[config.mk]
export PLATFORM = sky130hd
export DESIGN_NAME = iob_dual_bus_arbiter_flat
export DESIGN_NICKNAME = d
export VERILOG_FILES = /design/src/rtl/iob_dual_bus_arbiter_if.sv /design/src/rtl/iob_dual_bus_arbiter.sv /design/src/flat_wrapper.sv
export SDC_FILE = /design/constraint.sdc
export NUM_CORES = 1
export LEC_CHECK = 0
export CAP_MARGIN = 0
export CORE_AREA = 8 8 116 118
export DETAILED_ROUTE_END_ITERATION = 12
export DIE_AREA = 0 0 124 126
export GPL_ROUTABILITY_DRIVEN = 1
export SYNTH_ARGS = -nofsm -noshare
export SYNTH_HDL_FRONTEND = slang
export SYNTH_SLANG_ARGS = --single-unit
[constraint.sdc]
create_clock -name clk_i -period 1.5 [get_ports clk_i]
set_input_delay 0.15 -clock clk_i [delete_from_list [all_inputs] [get_ports clk_i]]
set_output_delay 0.15 -clock clk_i [all_outputs]
set_load 0.005 [all_outputs]
[src/rtl/iob_dual_bus_arbiter_if.sv]
// IOb native bus bundle: request fields flow master -> slave, response fields slave -> master.
interface iob_dual_bus_arbiter_if #(
    parameter int ADDR_W = 32,
    parameter int DATA_W = 32
);
    logic                  avalid;
    logic [ADDR_W-1:0]     addr;
    logic [DATA_W-1:0]     wdata;
    logic [DATA_W/8-1:0]   wstrb;
    logic                  ready;
    logic [DATA_W-1:0]     rdata;
    logic                  rvalid;

    modport master (
        output avalid, addr, wdata, wstrb,
        input  ready, rdata, rvalid
    );

    modport slave (
        input  avalid, addr, wdata, wstrb,
        output ready, rdata, rvalid
    );
endinterface

[src/rtl/iob_dual_bus_arbiter.sv]
// Two-to-one IOb arbiter (m0 = instruction, m1 = data) with one outstanding read.
// Define IOB_ARB_FIXED_PRIO_EN for fixed m1 priority instead of round-robin.
module iob_dual_bus_arbiter #(
    parameter int ADDR_W = 32,
    parameter int DATA_W = 32
) (
    input  logic                   clk_i,
    input  logic                   rst_i,
    input  logic                   cke_i,
    iob_dual_bus_arbiter_if.slave  m0,
    iob_dual_bus_arbiter_if.slave  m1,
    iob_dual_bus_arbiter_if.master s
);
    localparam int STRB_W = DATA_W / 8;

    localparam logic [0:0] IDLE    = 1'b0;
    localparam logic [0:0] WAIT_RD = 1'b1;

    logic [0:0]        state_q, state_d;
    logic              owner_q, owner_d;
    logic              lock_q, lock_d;
    logic              lock_gnt_q, lock_gnt_d;
`ifndef IOB_ARB_FIXED_PRIO_EN
    logic              last_gnt_q, last_gnt_d;
`endif

    logic              gnt;
    logic              gnt_avalid;
    logic              s_avalid;
    logic [ADDR_W-1:0] gnt_addr;
    logic [DATA_W-1:0] gnt_wdata;
    logic [STRB_W-1:0] gnt_wstrb;

    // A stalled request keeps its grant until memory accepts it.
    always_comb begin
        gnt = 1'b0;
        if (lock_q) begin
            gnt = lock_gnt_q;
        end else if (m0.avalid && m1.avalid) begin
`ifdef IOB_ARB_FIXED_PRIO_EN
            gnt = 1'b1;
`else
            gnt = ~last_gnt_q;
`endif
        end else if (m1.avalid) begin
            gnt = 1'b1;
        end
    end

    always_comb begin
        gnt_avalid = gnt ? m1.avalid : m0.avalid;
        gnt_addr   = gnt ? m1.addr   : m0.addr;
        gnt_wdata  = gnt ? m1.wdata  : m0.wdata;
        gnt_wstrb  = gnt ? m1.wstrb  : m0.wstrb;
        s_avalid   = (state_q == IDLE) && gnt_avalid;
    end

    assign s.avalid  = s_avalid;
    assign s.addr    = gnt_addr;
    assign s.wdata   = gnt_wdata;
    assign s.wstrb   = gnt_wstrb;

    assign m0.ready  = s.ready && s_avalid && !gnt;
    assign m1.ready  = s.ready && s_avalid &&  gnt;

    assign m0.rdata  = s.rdata;
    assign m1.rdata  = s.rdata;
    assign m0.rvalid = (state_q == WAIT_RD) && s.rvalid && !owner_q;
    assign m1.rvalid = (state_q == WAIT_RD) && s.rvalid &&  owner_q;

    always_comb begin
        state_d    = state_q;
        owner_d    = owner_q;
        lock_d     = lock_q;
        lock_gnt_d = lock_gnt_q;
`ifndef IOB_ARB_FIXED_PRIO_EN
        last_gnt_d = last_gnt_q;
`endif
        case (state_q)
            IDLE: begin
                if (s_avalid) begin
                    if (s.ready) begin
                        lock_d = 1'b0;
`ifndef IOB_ARB_FIXED_PRIO_EN
                        last_gnt_d = gnt;
`endif
                        // Only reads get a response; writes leave the port free.
                        if (gnt_wstrb == '0) begin
                            owner_d = gnt;
                            state_d = WAIT_RD;
                        end
                    end else begin
                        lock_d     = 1'b1;
                        lock_gnt_d = gnt;
                    end
                end
            end
            WAIT_RD: begin
                if (s.rvalid) begin
                    state_d = IDLE;
                end
            end
            default: state_d = IDLE;
        endcase
    end

    always_ff @(posedge clk_i) begin
        if (rst_i) begin
            state_q    <= IDLE;
            owner_q    <= 1'b0;
            lock_q     <= 1'b0;
            lock_gnt_q <= 1'b0;
`ifndef IOB_ARB_FIXED_PRIO_EN
            last_gnt_q <= 1'b1;
`endif
        end else if (cke_i) begin
            state_q    <= state_d;
            owner_q    <= owner_d;
            lock_q     <= lock_d;
            lock_gnt_q <= lock_gnt_d;
`ifndef IOB_ARB_FIXED_PRIO_EN
            last_gnt_q <= last_gnt_d;
`endif
        end
    end
endmodule

[src/flat_wrapper.sv]
// flat-port wrapper written by rule: the top's interface ports become plain ports
module iob_dual_bus_arbiter_flat 
#(
    parameter int ADDR_W = 32,
    parameter int DATA_W = 32
)
  (clk_i, rst_i, cke_i, m0_avalid, m0_addr, m0_wdata, m0_wstrb, m0_ready, m0_rdata, m0_rvalid, m1_avalid, m1_addr, m1_wdata, m1_wstrb, m1_ready, m1_rdata, m1_rvalid, s_avalid, s_addr, s_wdata, s_wstrb, s_ready, s_rdata, s_rvalid);
  iob_dual_bus_arbiter_if #(.ADDR_W(ADDR_W), .DATA_W(DATA_W)) m0_i ();
  iob_dual_bus_arbiter_if #(.ADDR_W(ADDR_W), .DATA_W(DATA_W)) m1_i ();
  iob_dual_bus_arbiter_if #(.ADDR_W(ADDR_W), .DATA_W(DATA_W)) s_i ();
  input  logic clk_i;
  input  logic rst_i;
  input  logic cke_i;
  input wire logic [$bits(m0_i.avalid)-1:0] m0_avalid;
  input wire logic [$bits(m0_i.addr)-1:0] m0_addr;
  input wire logic [$bits(m0_i.wdata)-1:0] m0_wdata;
  input wire logic [$bits(m0_i.wstrb)-1:0] m0_wstrb;
  output wire logic [$bits(m0_i.ready)-1:0] m0_ready;
  output wire logic [$bits(m0_i.rdata)-1:0] m0_rdata;
  output wire logic [$bits(m0_i.rvalid)-1:0] m0_rvalid;
  input wire logic [$bits(m1_i.avalid)-1:0] m1_avalid;
  input wire logic [$bits(m1_i.addr)-1:0] m1_addr;
  input wire logic [$bits(m1_i.wdata)-1:0] m1_wdata;
  input wire logic [$bits(m1_i.wstrb)-1:0] m1_wstrb;
  output wire logic [$bits(m1_i.ready)-1:0] m1_ready;
  output wire logic [$bits(m1_i.rdata)-1:0] m1_rdata;
  output wire logic [$bits(m1_i.rvalid)-1:0] m1_rvalid;
  output wire logic [$bits(s_i.avalid)-1:0] s_avalid;
  output wire logic [$bits(s_i.addr)-1:0] s_addr;
  output wire logic [$bits(s_i.wdata)-1:0] s_wdata;
  output wire logic [$bits(s_i.wstrb)-1:0] s_wstrb;
  input wire logic [$bits(s_i.ready)-1:0] s_ready;
  input wire logic [$bits(s_i.rdata)-1:0] s_rdata;
  input wire logic [$bits(s_i.rvalid)-1:0] s_rvalid;
  assign m0_i.avalid = m0_avalid;
  assign m0_i.addr = m0_addr;
  assign m0_i.wdata = m0_wdata;
  assign m0_i.wstrb = m0_wstrb;
  assign m0_ready = m0_i.ready;
  assign m0_rdata = m0_i.rdata;
  assign m0_rvalid = m0_i.rvalid;
  assign m1_i.avalid = m1_avalid;
  assign m1_i.addr = m1_addr;
  assign m1_i.wdata = m1_wdata;
  assign m1_i.wstrb = m1_wstrb;
  assign m1_ready = m1_i.ready;
  assign m1_rdata = m1_i.rdata;
  assign m1_rvalid = m1_i.rvalid;
  assign s_avalid = s_i.avalid;
  assign s_addr = s_i.addr;
  assign s_wdata = s_i.wdata;
  assign s_wstrb = s_i.wstrb;
  assign s_i.ready = s_ready;
  assign s_i.rdata = s_rdata;
  assign s_i.rvalid = s_rvalid;
  iob_dual_bus_arbiter #(.ADDR_W(ADDR_W), .DATA_W(DATA_W)) u_core (.clk_i(clk_i), .rst_i(rst_i), .cke_i(cke_i), .m0(m0_i), .m1(m1_i), .s(s_i));
endmodule
==> results of run 1 <==
## worst max-delay path by stage
stage | cells after the start | slack [ns] | start | end
finish | 8 | -0.44 | u_core.last_gnt_q | s_wdata[10]
global route | 8 | -0.49 | u_core.last_gnt_q | s_wdata[10]
CTS | 7 | -0.46 | u_core.lock_q | s_wdata[12]
detailed placement | 6 | -0.83 | m0_avalid | s_wdata[27]
global placement | 6 | -0.79 | m0_avalid | s_wdata[2]
floorplan | 4 | 0.007 | u_core.lock_q | s_addr[0]
## cell families after synthesis
logic type	count (synthesis)	share of synthesized area, %
mux	71	49.5
compound gates	10	5.06
buf+inv	74	33.6
flops	5	6.22
simple gates	18	5.68
## synth_stat cells
master     count
nand2_1        6
mux2i_1        3
a21oi_2        1
a211oi_2       1
and3_1         2
buf_2          3
or2b_1         1
mux2_2        68
a21oi_1        2
buf_4         69
a2111oi_2      1
a31oi_1        1
a21boi_0       1
o21bai_1       1
nor3_1         2
dfxtp_1        5
inv_1          2
a21o_1         1
and4_1         1
nor2_1         3
or2_2          1
o22ai_1        1
nor4_1         2
## stage by stage
stage / instances / util, % / total power (W)
floorplan: 178 / - / 0.000644
global placement: 481 / 30.2 / 0.00133
detailed placement: 481 / 30.2 / 0.00134
CTS: 526 / 37.8 / 0.00224
global route: 529 / 39.6 / 0.00247
finish: 529 / 39.6 / 0.00236
## where the power goes
part	total, W	internal [W]	switching, W
logic	0.00177	0.00127	0.000499
registers	0.000148	0.000140	0.00000811
clock network	0.000440	0.000352	0.0000881
## area by class of cell
| type | count | area [sq um] | share of cell area, % |
|---|---|---|---|
| Inverter | 2 | 7.51 | 0.162 |
| Timing Repair Buffer | 272 | 2970 | 64.0 |
| Multi-Input combinational cell | 99 | 1290 | 27.8 |
| Tap cell | 147 | 184 | 3.97 |
| Sequential cell | 5 | 109 | 2.35 |
| Clock buffer | 4 | 78.8 | 1.70 |
## placed cells by master, fill, tap and decap left out, types with 3 or more instances in the layout
cell type / count
nand2_1: 6
dlygate4sd2_1: 4
clkbuf_2: 5
buf_6: 89
buf_4: 13
clkbuf_16: 4
buf_16: 3
buf_8: 5
clkdlybuf4s50_1: 140
mux2_4: 67
buf_12: 11
## layer usage
| metal | wire length, um | GRT usage [%] | up-vias |
|---|---|---|---|
| met5 | 0 | 0 | - |
| met4 | 126 | 1.96 | 0 |
| met3 | 1060 | 3.98 | 19 |
| met2 | 5320 | 21.5 | 126 |
| met1 | 3440 | 10.9 | 952 |
| li1 | - | - | 968 |
## repair_timing
item / 4_1_cts / 5_1_grt
hold buffers: 0 / 0
pin swaps: 4 / 3
cloned: 5 / 1
resized for setup: 401 / 79
endpoints found under the setup margin: 77 / 75
buffers inserted: 36 / 8
## state kept, by name (all words and copies together), names as in the netlist
name	flops
u_core.last_gnt_q	1
u_core.owner_q	1
u_core.lock_q	1
u_core.state_q	1
u_core.lock_gnt_q	1
## worst max-delay path: stages (launching register included)
cell,delay (ns)
dfxtp_2,0.32
a21boi_2,0.19
mux2i_4,0.10
buf_6,0.15
buf_12,0.14
buf_8,0.13
buf_6,0.11
mux2_4,0.30
buf_6,0.12
==> summary.md, run 1 <==
| Metric | Value |
|---|---|
| Status | `finished, violations left` |
| Failing checks | `negative setup slack` |
| Cells after synthesis | `roughly 180` |
| Synthesized area per cell | `9.04 sq um` |
| CP Class | `reg -> out` |
| Post-Route WL | `9950 um` |
| CP Data Required Time | `approximately 1.4 ns` |
| Slew @ Worst Pin | `~0.45 ns` |
| CP Max Fanout | `5` |
| Overflow after GRT | `0` |
| Worst slew margin | `69.7%` |
| Setup-failing EPs final | `74` |
| Largest net degree at the start of global routing | `12` |
| Hold_ws | `0.300 ns` |
| CTS tree | `done` |
| Critical Path Start Type | `register` |
| Initial antenna violation count | `0` |
| DP Worst Slack | `-0.832 ns` |
| Post-synthesis sequential area ratio | `6.22%` |
| P per Cell Area | `508 nW/um^2` |
| Starting density of the core | `13.7%` |
| Wire length of the first global-routing pass | `13400 um` |
| Area delta synth->final | `188%` |
| DP Area | `3530 sq um` |
| Die Y | `126 um` |
| DIE AREA | `15600 sq um` |
| Setup TNS | `-25.37 ns` |
| Reg2Reg Setup Slack | `-0.30 ns` |
| Skew final | `0.00112 ns` |
| Post-route cell area | `4640 sq um` |
| Post-Syn Nets | `353` |
| Detailed placer's ending HPWL | `7150 um` |
| Die W | `124 um` |
| Slew Viols, Final | `0` |
| CTS Buf Count | `3` |
| YS warnings | `0` |
| Yosys top cell by area | `mux2_2` |
| Via density | `between 3 and 4` |
| Clk sinks | `5` |
| Number of distinct library cells after synthesis | `23` |
| Drt pass-1 iters | `4` |
| Number of register bits inferred by synthesis | `5` |
| Final ANT Viol Nets | `0` |
| Vias after detailed routing | `2065` |
| Routability cong. | `0.746` |
| IO buf count | `~220` |
| DRC Markers | `0` |
| Vias in the first global route | `2334` |
| Peak supply drop | `0.000290 V` |
| Reg2reg path depth | `11` |
| Worst Hold Depth | `0` |
| Max Cap Viol | `0` |
| Reg2reg start | `u_core.last_gnt_q` |
| RR Endpoint | `u_core.lock_gnt_q` |
| Worst Hold Launch | `s_rdata[1]` |
| Tcrit/Tclk final | `129%` |
| I/O pins | `312` |
| Hold Violations, Final | `0` |
| CTS root buf | `clkbuf_16` |
| Worst-path clk slew | `roughly 0.03 ns` |
| Worst Hold Path EP | `m0_rdata[1]` |
| Worst-Skew Late Latency | `0.23 ns` |
| Critical Path Sink Type | `output port` |
| Arrival @ worst endpoint | `about 1.8 ns` |
| Filler cell count | `~1.1k` |
| # rows | `40` |
| Core footprint | `11700 sq um` |
| Total track usage | `11.1%` |
| Longest Clk Path Bufs | `2` |
| Final Worst Setup Slack | `-0.441 ns` |
| Period minus WS final | `around 1.9 ns` |
| Antenna Cells | `0` |
| RSZ-0062 raised after global routing | `yes` |
| Fmax | `515 MHz` |
| Post-synth top area share | `47.6%` |
| Layout net count | `558` |
| H-Tree Depth | `1` |
| Hold WC Path Type | `in -> out` |
| WL/cell | `about 19 um` |
| Cell Area, Synth | `~1600 sq um` |
| Largest cells by area after synthesis | `mux2_2 48%, buf_4 32%, dfxtp_1 6.2%` |
| LEAKAGE | `~2.2 nW` |
| Layout cells sized above 1 | `56.0%` |
| DR iter-0 viols | `35` |
No activity file was read; power rests on OpenSTA's default activity.
==> run 2, diff against run 1 <==
--- a/config.mk
+++ b/config.mk
@@ -6,9 +6,9 @@
 export NUM_CORES = 1
 export LEC_CHECK = 0
 export CAP_MARGIN = 0
-export CORE_AREA = 8 8 116 118
+export CORE_AREA = 2 2 120 122
 export DETAILED_ROUTE_END_ITERATION = 12
-export DIE_AREA = 0 0 124 126
+export DIE_AREA = 0 0 122 124
 export GPL_ROUTABILITY_DRIVEN = 1
 export SYNTH_ARGS = -nofsm -noshare
 export SYNTH_HDL_FRONTEND = slang
==> run 2 against run 1 <==
Against the previous run: the flow still finishes with violations (negative setup slack); sequential power barely moved; first-iteration DRC count fell by 31%; global-route usage fell by 0.48 points; die area fell by 3.2%; routed wire length fell by 10%; total power fell by 0.51%; cell area rose by 0.94%; hold slack did not move; via count barely moved; critical endpoint is now s_wdata[6]; highest routed layer unchanged.
==> summary.md, run 2 (synthesis gave the netlist of run 1 again) <==
| Metric | Value |
|---|---|
| Status | `finished, violations left` |
| Failing checks | `negative setup slack` |
| Die W | `122 um (-1.6%)` |
| Logic pwr share | `75.2% (+0.2 points)` |
| Metal3 WL | `820 um (-23%)` |
| DIE AREA | `15100 sq um (-3.2%)` |
| Post-Route M1 WL | `3040 um (-12%)` |
| Filler cell count | `1366 (+20%)` |
| Worst-path clk slew | `0.03 ns (about the same)` |
| Reg power frac | `6.3% (about the same)` |
| Int Pwr | `0.00176 W (+0.11%)` |
| CTS root buf | `clkbuf_16` |
| Final Worst Setup Slack | `-0.475 ns (-0.0335 ns)` |
| Clk sinks | `5 (unchanged)` |
| Setup TNS | `-26.55 ns (-1.18 ns)` |
| Worst-Skew Late Latency | `0.22 ns (about the same)` |
| Slew @ Worst Pin | `0.410 ns (-0.0436 ns)` |
| Starting density of the core | `11.7% (-2.0 points)` |
| H-Tree Depth | `1 (unchanged)` |
| Longest Clk Path Bufs | `2 (unchanged)` |
| Detailed placer's ending HPWL | `6300 um (-12%)` |
| Arrival @ worst endpoint | `1.82 ns (+0.03 ns)` |
| Top sig layer | `met4` |
| LEAKAGE | `2.16 nW (about the same)` |
| Vias in the first global route | `2266 (-2.9%)` |
| Core footprint | `13700 sq um (+17%)` |
| Clock share of power | `18.4% (-0.3 points)` |
| DR iter-0 viols | `24 (-31%)` |
| Hold_ws | `0.300 ns (unchanged)` |
| Worst slew margin | `72.4% (+2.7 points)` |
| Tcrit/Tclk final | `132% (+2.2 points)` |
| DP Area | `3610 sq um (+2.1%)` |
| Critical Path Sink Type | `output port` |
| Hold Violations, Final | `0 (unchanged)` |
| Wire length of the first global-routing pass | `12200 um (-9.5%)` |
| Area occupied by multi-input gates | `1270 sq um (-1.4%)` |
| Most common cell after layout, fill and taps aside | `clkdlybuf4s50_1` |
| Most frequent cells in the layout | `140 x clkdlybuf4s50_1, 79 x buf_6, 61 x mux2_4, 24 x buf_4, 10 x buf_12` |
| Hold WC Path Type | `in -> out` |
| Skew final | `0.00167 ns (+0.000556 ns)` |
| CTS tree | `done` |
| I/O pins | `312 (unchanged)` |
| P per Cell Area | `501 nW/um^2 (-1.4%)` |
| Met2 wire len | `4810 um (-9.4%)` |
| Drt pass-1 iters | `4 (unchanged)` |
| Vias after detailed routing | `2063 (-0.097%)` |
| Switch Pwr | `0.000581 W (-2.3%)` |
| Routability cong. | `0.721 (-3.3%)` |
| Antenna Cells | `0 (unchanged)` |
| Critical Path Start Type | `register` |
| Flip-flop and latch area | `106 sq um (-2.3%)` |
| Final ANT Viol Nets | `0 (unchanged)` |
| Overflow after GRT | `0 (unchanged)` |
| Slew Viols, Final | `0 (unchanged)` |
| RSZ-0062 raised after global routing | `yes` |
| Layout cells sized above 1 | `56.6% (+0.53 points)` |
| Area delta synth->final | `191%` |
| Max Cap Viol | `0 (unchanged)` |
| Period minus WS final | `1.97 ns (+0.0335 ns)` |
| IO buf count | `215 (unchanged)` |
| Worst Hold Launch | `s_rdata[10]` |
| Die Y | `124 um (-1.6%)` |
| Post-Route WL | `8920 um (-10%)` |
| Initial antenna violation count | `0 (unchanged)` |
| # rows | `43 (+7.5%)` |
| CTS Buf Count | `3 (unchanged)` |
| Largest net degree at the start of global routing | `11 (-1)` |
| Layout net count | `565 (+1.3%)` |
| Sw frac | `24.8% (-0.47 points)` |
| CP Data Required Time | `1.35 ns (about the same)` |
| Post-route cell area | `4680 sq um (+0.94%)` |
| Total track usage | `10.6% (-0.48 points)` |
| CP Class | `reg -> out` |
| CP Max Fanout | `4 (-1)` |
| Hold buffer count at cts | `0 (unchanged)` |
| Peak supply drop | `0.000271 V (-6.7%)` |
| Via density | `3.63 (-7.1%)` |
| Fmax | `506 MHz (-1.7%)` |
| Setup-failing EPs final | `75 (+1.4%)` |
| Reg2reg start | `u_core.lock_gnt_q` |
| WL/cell | `15.7 um (-17%)` |
| Critical Path Start | `u_core.last_gnt_q` |
| DRC Markers | `0 (unchanged)` |
## run 2: changes by cell type in the layout (fill, tap and decap cells not counted), moves of 3 or more
cell,delta
buf_6,-10
buf_2,+6
mux2_2,+6
buf_4,+11
mux2_4,-6
buf_16,+3
## run 2: critical path, cell delays in order (launching register included)
cell and delay (ns):
dfxtp_2 0.33, a21boi_4 0.14, mux2i_4 0.09, buf_12 0.13
buf_12 0.12, buf_16 0.13, buf_8 0.13, buf_6 0.10
mux2_4 0.30, buf_6 0.12
## run 2: repair_timing
action	4_1_cts	5_1_grt
gates resized for setup	435	29
cloned	6	0
pin swaps	6	2
setup buffers	39	12
setup endpoints to repair	77	76
## run 2: per-layer routing
layer,vias to the layer above,global-route usage (%)
met2,121,20.6
met1,937,10.7
met3,23,2.66
met4,0,4.45
li1,982,-
met5,-,0
## run 2: worst paths after layout
kind                                  endpoint  slack (ns)  depth (start not counted)
worst min-delay path              m0_rdata[10]        0.30                          0
worst max register to register  u_core.owner_q       -0.19                          6
worst max-delay path                s_wdata[6]       -0.47                          9
worst min register to register  u_core.owner_q        0.56                          2
## run 2: power by group through the flow
stage	Combinational, W	Sequential, W	Clock [W]
2_1_floorplan	0.000497	0.000147	0
3_3_place_gp	0.00119	0.000149	0
3_5_place_dp	0.00120	0.000149	0
4_1_cts	0.00173	0.000148	0.000440
5_1_grt	0.00186	0.000149	0.000451
6_report	0.00176	0.000149	0.000433
## run 2: cell type report
| cell class | count | area share [%] |
|---|---|---|
| Multi-Input combinational cell | 99 | 27.1 |
| Inverter | 2 | 0.160 |
| Timing Repair Buffer | 279 | 63.9 |
| Tap cell | 180 | 4.81 |
| Clock buffer | 4 | 1.68 |
| Sequential cell | 5 | 2.27 |
## run 2: metrics by stage
step / instances / setup WS (ns) / utilization [%] / total power (W)
after detailed placement: 515 / -0.804 / 26.3 / 0.00135
after floorplan: 178 / 0.00691 / - / 0.000644
after global routing: 569 / -0.523 / 34.1 / 0.00246
after global placement: 515 / -0.791 / 26.3 / 0.00134
after CTS: 563 / -0.554 / 33.6 / 0.00232
final: 569 / -0.475 / 34.1 / 0.00235
==> run 3, diff against run 2 <==
--- a/config.mk
+++ b/config.mk
@@ -6,9 +6,10 @@
 export NUM_CORES = 1
 export LEC_CHECK = 0
 export CAP_MARGIN = 0
-export CORE_AREA = 2 2 120 122
+export CORE_AREA = 2 2 122 124
 export DETAILED_ROUTE_END_ITERATION = 12
-export DIE_AREA = 0 0 122 124
+export DIE_AREA = 0 0 124 126
+export DONT_BUFFER_PORTS = 1
 export GPL_ROUTABILITY_DRIVEN = 1
 export SYNTH_ARGS = -nofsm -noshare
 export SYNTH_HDL_FRONTEND = slang
==> run 3 against run 2 <==
Against the previous run: the flow still finishes with violations (negative setup slack); fmax rose by 14%; cell area fell by 63%; routed wire length decreased by 30%; sequential power is essentially flat; global-route usage fell by 3.9 points; critical endpoint is now s_wdata[8]; largest cell class is now multi-input gates; largest power group unchanged; highest routed layer unchanged.
==> summary.md, run 3 (synthesis gave the netlist of run 1 again) <==
| Metric | Value |
|---|---|
| Critical Path Start Type | `register` |
| Tcrit/Tclk final | `115% (-16 points)` |
| Wire length of the first global-routing pass | `7310 um (-40%)` |
| Max Cap Viol | `0 (unchanged)` |
| Worst path bufs/invs | `1 (-5)` |
| Initial antenna violation count | `1 (+1)` |
| Reg2Reg Setup Slack | `0.06 ns (+0.25 ns)` |
| CTS root buf | `clkbuf_16` |
| Vias after detailed routing | `1108 (-46%)` |
| CP Class | `reg -> out` |
| CP Data Required Time | `1.35 ns (about the same)` |
| Slew Viols, Final | `0 (unchanged)` |
| Longest Clk Path Bufs | `2 (unchanged)` |
| CTS Buf Count | `3 (unchanged)` |
| Area occupied by multi-input gates | `1130 sq um (-11%)` |
| Arrival @ worst endpoint | `1.58 ns (-0.24 ns)` |
| Most common cell after layout, fill and taps aside | `mux2_2` |
| CP max-delay cell | `mux2_2` |
| CP Cell Sequence | `mux2i_4, buf_12, mux2_2` |
| Worst Hold Depth | `1 (+1)` |
| Metal3 WL | `705 um (-14%)` |
| Hold WC Path Type | `in -> reg` |
| RSZ-0062 raised after global routing | `yes` |
| Worst slew margin | `65.0% (-7.4 points)` |
| Routability cong. | `0.815 (+13%)` |
| Via density | `3.60 (-0.78%)` |
| WL/cell | `20.2 um (+29%)` |
| Fmax | `578 MHz (+14%)` |
| Flip-flop and latch area | `105 sq um (-1.2%)` |
| RR Endpoint | `u_core.owner_q` |
| Setup TNS | `-13.40 ns (+13.15 ns)` |
| Total track usage | `6.68% (-3.9 points)` |
| Core footprint | `14300 sq um (+4.3%)` |
| Status | `finished, violations left` |
| I/O pins | `312 (unchanged)` |
| Layout cells sized above 1 | `78.0% (+21 points)` |
| Critical path's top delay family | `multiplexers` |
| Hold_ws | `0.00649 ns (-0.294 ns)` |
| Peak supply drop | `0.000172 V (-37%)` |
| H-Tree Depth | `1 (unchanged)` |
| P per Cell Area | `682 nW/um^2 (+36%)` |
| Clk sinks | `5 (unchanged)` |
| LEAKAGE | `0.671 nW (-69%)` |
| Final Worst Setup Slack | `-0.230 ns (+0.244 ns)` |
| Layout net count | `299 (-47%)` |
| Failing checks | `negative setup slack` |
| Reg2reg start | `u_core.lock_gnt_q` |
| Period minus WS final | `1.73 ns (-0.244 ns)` |
| Final ANT Viol Nets | `0 (unchanged)` |
| Top sig layer | `met4` |
| Vias in the first global route | `1192 (-47%)` |
| CTS tree | `done` |
| Final design utilization | `12.1% (-22 points)` |
| Skew final | `0.000301 ns (-0.00137 ns)` |
| Area delta synth->final | `7.93%` |
| DIE AREA | `15600 sq um (+3.3%)` |
| Die W | `124 um (+1.6%)` |
| DR iter-0 viols | `29 (+21%)` |
| Drt pass-1 iters | `4 (unchanged)` |
| Starting density of the core | `11.2% (-0.49 points)` |
| Worst-path clk slew | `0.03 ns (about the same)` |
| Filler cell count | `1630 (+19%)` |
| Post-Route M1 WL | `1850 um (-39%)` |
| DRC Markers | `0 (unchanged)` |
| Overflow after GRT | `0 (unchanged)` |
| Setup-failing EPs final | `69 (-8.0%)` |
| Most frequent cells in the layout | `40 x mux2_2, 28 x mux2_4, 6 x nand2_1, 5 x clkbuf_16, 5 x buf_4` |
| Die Y | `126 um (+1.6%)` |
| Critical Path Sink Type | `output port` |
| Hold Violations, Final | `0 (unchanged)` |
| Largest net degree at the start of global routing | `46 (+35)` |
| Worst Hold Launch | `rst_i` |
| Met2 wire len | `3480 um (-28%)` |
| Reg2reg path depth | `4 (-2)` |
| Slowest stage delay, CP | `0.40 ns (+0.07 ns)` |
| Worst Hold Path EP | `u_core.last_gnt_q` |
| # rows | `44 (+2.3%)` |
| Worst-Skew Late Latency | `0.23 ns (about the same)` |
| Detailed placer's ending HPWL | `5250 um (-17%)` |
| CP Max Fanout | `45 (+41)` |
| Post-Route WL | `6230 um (-30%)` |
| Slew @ Worst Pin | `0.520 ns (+0.110 ns)` |
| IO buf count | `0 (-100%)` |
==> run 3: cell types whose count changed in the layout (fill, tap and decap cells not counted), moves of 19 or more <==
cell             previous run  this run
clkdlybuf4s50_1           140         0
buf_4                      24         5
buf_6                      79         2
mux2_4                     61        28
mux2_2                      7        40
==> run 3: report_power, final <==
part	internal, W	switching, W
logic	0.000338	0.000252
registers	0.000140	0.00000848
clock network	0.000353	0.0000923
total	0.000831	0.000353
==> run 3: worst reg2reg max path, cell delays in order (launching register included) <==
cell       delay [ns]
dfxtp_4          0.38
mux2i_4          0.31
a211oi_4         0.13
and3_1           0.20
a2111oi_2        0.31
==> run 3: worst max path at each step <==
| stage | start | slack [ns] | cells after the start | endpoint |
|---|---|---|---|---|
| floorplan | u_core.lock_q | 0.007 | 4 | s_addr[0] |
| global placement | u_core.lock_q | 0.005 | 4 | s_addr[23] |
| detailed placement | u_core.lock_gnt_q | -0.05 | 4 | u_core.owner_q |
| CTS | u_core.lock_q | -0.21 | 3 | s_wdata[8] |
| global route | u_core.last_gnt_q | -0.28 | 4 | s_wdata[8] |
| finish | u_core.lock_q | -0.23 | 3 | s_wdata[8] |
==> run 3: layer usage <==
metal / global-route usage [%] / vias to the layer above
met4: 3.77 / 0
met1: 5.67 / 495
met3: 1.54 / 19
met2: 13.6 / 144
li1: - / 450
met5: 0 / -
==> run 3: layout make-up <==
cell class                 count  area share (%)
multi-input combinational     99            65.2
tap                          184            13.3
timing repair buffer          13            10.4
sequential                     5            6.05
clock buffer                   4            4.54
inverter                       2           0.432
antenna                        1           0.144
==> run 3: timing repair <==
item,in CTS,in global routing
hold buffers,1,0
pin swaps,1,2
setup buffers,0,2
resized for setup,36,7
endpoints found under the setup margin,73,71
gates cloned,0,2
hold endpoints to repair,2,0
==> run 3: through the flow <==
stage	area [sq um]	power [W]	worst slack, ns	cells
after global placement	1420	0.000621	0.00478	298
final	1740	0.00118	-0.230	308
after detailed placement	1420	0.000624	-0.0500	298
after CTS	1640	0.00115	-0.209	303
after floorplan	1610	0.000644	0.00691	178
after global routing	1740	0.00124	-0.279	308
